**src/rtl/piso_serializer.sv**
```systemverilog
// piso_serializer: parallel-in/serial-out stage with a one-word
// holding register so back-to-back words stream without gaps.
module piso_serializer #(
  parameter int   WIDTH      = 5,
  parameter bit   LSB_FIRST  = 1'b1,
  parameter logic IDLE_LEVEL = 1'b0
) (
  input  logic             clk,
  input  logic             rstn,
  input  logic [WIDTH-1:0] data_in,
  input  logic             data_valid,
  output logic             data_ready,
  output logic             serial_out,
  output logic             serial_valid,
  output logic             frame_done,
  output logic             busy
);

  localparam int CW = $clog2(WIDTH);
  localparam logic [CW-1:0] LAST    = CW'(WIDTH - 1);
  localparam logic [CW-1:0] LAST_M1 = CW'(WIDTH - 2);

  typedef enum logic {IDLE, SHIFT} state_t;

  state_t           state;
  logic [CW-1:0]    cnt;
  logic [WIDTH-1:0] shreg;
  logic [WIDTH-1:0] hold;
  logic             hold_full;
  logic             so_q;
  logic             sv_q;
  logic             fd_q;

  function automatic logic head(input logic [WIDTH-1:0] w);
    return LSB_FIRST ? w[0] : w[WIDTH-1];
  endfunction

  function automatic logic [WIDTH-1:0] adv(input logic [WIDTH-1:0] w);
    return LSB_FIRST ? (w >> 1) : (w << 1);
  endfunction

  logic             xfer;
  logic             last;
  logic             do_load;
  logic             step;
  logic             stop;
  logic             to_hold;
  logic [WIDTH-1:0] next_word;

  assign data_ready = rstn && !hold_full;
  assign xfer       = data_valid && data_ready;
  assign last       = (cnt == LAST);
  assign next_word  = hold_full ? hold : data_in;

  // A new word enters the shifter from idle, or at a last bit
  // (from hold first, else bypassing straight from data_in).
  assign do_load = (state == IDLE && xfer) ||
                   (state == SHIFT && last && (hold_full || xfer));
  assign step    = (state == SHIFT) && !last;
  assign stop    = (state == SHIFT) && last && !hold_full && !xfer;
  assign to_hold = xfer && step;

  always_ff @(posedge clk) begin
    if (!rstn) begin
      state     <= IDLE;
      cnt       <= '0;
      shreg     <= '0;
      hold      <= '0;
      hold_full <= 1'b0;
      so_q      <= IDLE_LEVEL;
      sv_q      <= 1'b0;
      fd_q      <= 1'b0;
    end else begin
      unique case (1'b1)
        do_load: begin
          state <= SHIFT;
          shreg <= adv(next_word);
          so_q  <= head(next_word);
          sv_q  <= 1'b1;
          fd_q  <= 1'b0;
          cnt   <= '0;
          if (hold_full) hold_full <= 1'b0;
        end
        step: begin
          shreg <= adv(shreg);
          so_q  <= head(shreg);
          cnt   <= cnt + 1'b1;
          fd_q  <= (cnt == LAST_M1);
        end
        stop: begin
          state <= IDLE;
          so_q  <= IDLE_LEVEL;
          sv_q  <= 1'b0;
          fd_q  <= 1'b0;
          cnt   <= '0;
        end
        default: ;
      endcase
      if (to_hold) begin
        hold      <= data_in;
        hold_full <= 1'b1;
      end
    end
  end

  assign serial_out   = so_q;
  assign serial_valid = sv_q;
  assign frame_done   = fd_q;
  assign busy         = (state == SHIFT) || hold_full;

endmodule
```
**config.mk**
```make
export PLATFORM = sky130hd
export DESIGN_NAME = piso_serializer
export DESIGN_NICKNAME = d
export VERILOG_FILES = /design/src/rtl/piso_serializer.sv
export SDC_FILE = /design/constraint.sdc
export NUM_CORES = 1
export LEC_CHECK = 0
export BUFFER_PORTS_ARGS = -buffer_cell sky130_fd_sc_hd__buf_2
export CAP_MARGIN = 10
export CORE_UTILIZATION = 53
export DETAILED_ROUTE_END_ITERATION = 8
export PLACE_DENSITY = 0.82
export RECOVER_POWER = 25
export SETUP_SLACK_MARGIN = 0.15
export SLEW_MARGIN = 20
export SYNTH_ARGS = -nofsm -noshare
export SYNTH_HDL_FRONTEND = slang
export SYNTH_SLANG_ARGS = --single-unit
```
**constraint.sdc**
```tcl
create_clock -name clk -period 1.65 [get_ports clk]
set_clock_uncertainty 0.2 [all_clocks]
set_input_delay 0 -clock clk [delete_from_list [all_inputs] [get_ports clk]]
set_output_delay 0 -clock clk [all_outputs]
set_load 0.02 [all_outputs]
```
Word-level counts from Yosys, hierarchy flattened
Index checks and enable logic that the tools add are counted.

storage, ports and cells
  memories = 0
  latch bits = 0
  output and inout bits = 5
  bits in registers = 17
  RAM bits = 0
  bits in read-only memories = 0
  logic and storage cells = 40

cells by class
  mux-type cells = 8
  add/sub/neg operators = 1
  equal/unequal tests = 2
  $mul = 0
  shift operators = 0
  div/mod/pow operators = 0
  $lt $le $gt $ge = 0
  reduce and logical (&&, ||, !) cells = 21
  bitwise operators = 1

operators by type and width
  cell                   count
  $pmux W5 S2            1
  $logic_and A1 B1 Y1    9
  $reduce_bool A2 Y1     4
  $pmux W3 S2            1
  $mux W5                1
  $pmux W1 S2            2
  $add A3 B1 Y3 const B  1
  $eq A3 B2 Y1 const B   1
  $eq A3 B3 Y1 const B   1
  $logic_not A1 Y1       3
  $logic_or A1 B1 Y1     3
  $pmux W1 S3            1
  $reduce_bool A3 Y1     1
  $mux W1                2
  $reduce_or A2 Y1       1
  $not A1 Y1             1

Longest topological paths before layout
  depth after elaboration = 8
  depth in mapped cells = 6

Worst setup path after synthesis
OpenSTA, ideal clock, no wires.

  path kind = reg2reg
  start = register cnt[0]
  end = register shreg[0]
  data arrival time = 1147 ps
  cell stages (with the launch flop) = 6
  library setup time = 136 ps
  path slack = 168 ps
  path buffers = 0
  clock period less this slack = 1482 ps
  path through = dfxtp_1 -> inv_1 -> ha_1 -> and3_1 -> o21ai_1 -> o221ai_1

on the way
  word-level cells in the longest chain between the ends = 5

RTL lines
  element                                            line  RTL
  start: declaration                                 26    logic [CW-1:0] cnt;
  start signal: assignment                           87    cnt <= cnt + 1'b1;
  $eq A3 B3 Y1 *                                     52    assign last = (cnt == LAST);
  $logic_and A1 B1 Y1 (2 in a row)                   58    (state == SHIFT && last && (hold_full || xfer));
  $logic_or A1 B1 Y1                                 57    assign do_load = (state == IDLE && xfer) ||
  $pmux W5 S2 or $reduce_bool A2 Y1 (tied branches)  --
  end signal: assignment                             77    shreg <= adv(next_word);
  end signal: assignment                             85    shreg <= adv(shreg);
  end: declaration                                   27    logic [WIDTH-1:0] shreg;

Mark *: on every way between the ends. The rest lies on a longest branch, timed or not. The select of a mux whose other input is x is not followed.
A chain may end at the register's enable or synchronous reset.

Worst setup path after layout
  start = register cnt[0]
  end = register hold[3]

on the way
  word-level cells in the longest chain between the ends = 4

RTL lines
  element                 line  RTL
  $eq A3 B3 Y1            52
  $logic_not A1 Y1        59    assign step = (state == SHIFT) && !last;
  $logic_and A1 B1 Y1     59
  $logic_and A1 B1 Y1     61    assign to_hold = xfer && step;
  end signal: assignment  100   hold <= data_in;
  end: declaration        28    logic [WIDTH-1:0] hold;

No other way between the ends.

==> results.cfg <==
[run_status]
status = finished, final reports clean

[cts]
cts.sinks = 16
cts_buffers = 3
h-tree-depth = 1
clock_latency_ns = 0.28
cts_root_buffer = clkbuf_4
clock_path_buffers = 2
cts_tree = yes
clk_pin_slew_ns = 0.09

[floorplan]
num_rows = 13
start_util_pct = 60.26
coreArea_um2 = 1366
ios = 13
die_h_um = 41.41
fp.dieW_um = 41.41
die-area_um2 = 1715

[routing]
drc = 0
drt-pass1-iter-count = 4
first_iter_violations = 43
wl_per_cell_um = 15.36
drt-total-wl_um = 2120
vias = 841
via_per_inst = 6.094
ant_nets = 0

[cells_and_area]
area_delta_synth_final_pct = 32.98
nNetsFinal = 136
antenna_cells = 0
drive_gt1_share_pct = 32.52

[sta]
fin_ws_ns = 0.1647
finalSetupTns_ns = 0
setup_viol = 0
tightest_slew_ns = 0.3252
finalHoldViolCount = 0
holdWs_ns = 0.2804
min_period_over_period_pct = 90.02
slew_viol_final = 0
period_minus_slack_ns = 1.485
slew-limit-headroom_pct = 78.32
max_freq_mhz = 673.3
rsz0062_at_grt = true

[power]
ir_worst_vdd_uv = 600.3
leakagePower_nw = 0.4242
powerDensity_nw_per_um2 = 759.5
power.total_uw = 831.4

[worst_setup_path]
r2r_cells = 5
max_stage_delay_ns = 0.35
cp.depth = 5
r2r-start = cnt[0]
cp-start-kind = register
critical_path_class = register to register
critPathMaxFanout = 6
crit_arrival_ns = 1.46
critPathBufInv = 1
r2r-end = hold[3]
endpoint_kind = register
slowest_stage = dfxtp_2
cpLargestDelayFamily = compound AO/OA/AOI/OAI gates
cp-startpoint = cnt[0]
cp_cell_sequence = inv_2 > ha_4 > a21bo_2 > o21ai_0 > a21oi_1
r2r_slack_ns = 0.16
required_ns = 1.62
crit_end = hold[3]

[logic_synthesis]
syn-mean-instance-area_um2 = 8.488
async_reset_ff_share_pct = 0
synth_edf_count = 0
ys_warn_count = 0
netlist_area_um2 = 823.3
ys_seq_area_share_pct = 38.91
synth_top_flop_cell = dfxtp_1
synthCells = 97
synth.area.top_cells = dfxtp_1 (39%), nand3_1 (5.5%), inv_1 (5.0%)
yosys.cell_types.count = 32
synth_area_leader_cell = dfxtp_1
ys_ff_latch = 16
syn_nets = 108
synth_top_area_share_pct = 38.91

[global_routing]
grt_pass1_vias = 782
track_usage_pct = 23.96
antenna_found_initial = 0
grt_pass1_wl_um = 3325
gr-total-overflow = 0
grt_max_degree = 15

[place]
port_buffers = 12
place_congestion = 0.8351
dpl.hpwl_um = 1291
pre_cts_ws_ns = 0.04304

[run]
max_cap_violations = 0

[hold_path]
worstHoldPathType = register to register
==> flip-flops by register name, summed over array words and instances, names as in the netlist <==
register      flops
serial_out        1
hold_full         1
shreg             4
cnt               3
serial_valid      1
frame_done        1
hold              5
==> tightest hold or removal path, cell delays in order (launching register included) <==
cell,delay (ns)
dfxtp_2,0.34
nand3_1,0.06
a21oi_1,0.05
==> cells in the mapped netlist (all sizes together), types with 3 or more instances <==
master / count
a31oi: 4
inv: 11
and2: 4
nand3: 9
o21ai: 6
nor2: 6
o221ai: 3
ha: 3
buf: 6
a21oi: 8
dfxtp: 16
==> kinds of logic after synthesis <==
family | Yosys count | synth area share, %
AO/OA/AOI/OAI | 32 | 26.45
adder cells (fa/ha/maj) | 3 | 4.560
buffers and inverters | 18 | 11.70
flip-flops | 16 | 38.91
multiplexers | 1 | 1.216
AND/OR/NAND/NOR | 27 | 17.17
==> stage by stage <==
step | util [%] | std cells | instance area (um2)
6_report | 80.13 | 138 | 1095
3_3_place_gp | 63.64 | 120 | 869.6
4_1_cts | 73.63 | 132 | 1006
5_1_grt | 80.13 | 138 | 1095
3_5_place_dp | 63.64 | 120 | 869.6
2_1_floorplan | - | 97 | 823.3
==> metal layers <==
metal	vias to the layer above	GRT usage [%]	part of all wire, %
met1	386	31.34	41
met5	-	0	0
li1	402	-	-
met4	0	10.97	1.6
met2	45	39.38	51
met3	8	2.609	7.2
==> power by group <==
| part | internal (mW) | switching [mW] |
|---|---|---|
| logic | 0.0921 | 0.111 |
| clock network | 0.0846 | 0.116 |
| registers | 0.408 | 0.0204 |
==> area by class of cell <==
type / instances / area (um2)
Fill cell: 87 / 271.5
Clock buffer: 3 / 22.52
Tap cell: 15 / 18.77
Multi-Input combinational cell: 63 / 470.5
Inverter: 11 / 45.04
Timing Repair Buffer: 30 / 214.0
Sequential cell: 16 / 324.1
==> placed cells by master, fill, tap and decap left out, types with 2 or more instances in the layout <==
master	n
clkbuf_4	3
dfxtp_1	13
inv_2	2
ha_1	2
buf_6	2
o221ai_1	2
nand3_2	2
buf_4	8
nand3b_1	2
nor2_1	6
o21ai_1	2
buf_2	10
a21oi_1	5
dlygate4sd3_1	7
and2_1	4
a31oi_1	4
o21ai_0	3
nand2_1	2
a21oi_2	3
dfxtp_2	3
nand3_1	6
clkbuf_1	3
inv_1	8
a32oi_1	2
==> worst min path at each step <==
stage / startpoint / endpoint / slack, ns / cells past startpoint
2_1_floorplan: data_in[4] / hold[4] / -0.05 / 2
3_3_place_gp: data_in[4] / hold[4] / 0.07 / 3
3_5_place_dp: data_in[3] / hold[3] / 0.08 / 3
4_1_cts: shreg[3] / shreg[3] / 0.28 / 2
5_1_grt: cnt[0] / cnt[0] / 0.32 / 2
6_report: cnt[0] / cnt[0] / 0.28 / 2
==> timing repair <==
| action | 4_1_cts | 5_1_grt |
|---|---|---|
| endpoints found under the hold margin | 11 | 0 |
| gates cloned | 0 | 0 |
| pin swaps | 2 | 10 |
| hold buffers | 7 | 0 |
| endpoints found under the setup margin | 15 | 13 |
| gates resized for setup | 7 | 16 |
| setup buffers | 2 | 6 |
Note: power is estimated with default switching activity, not from simulation.
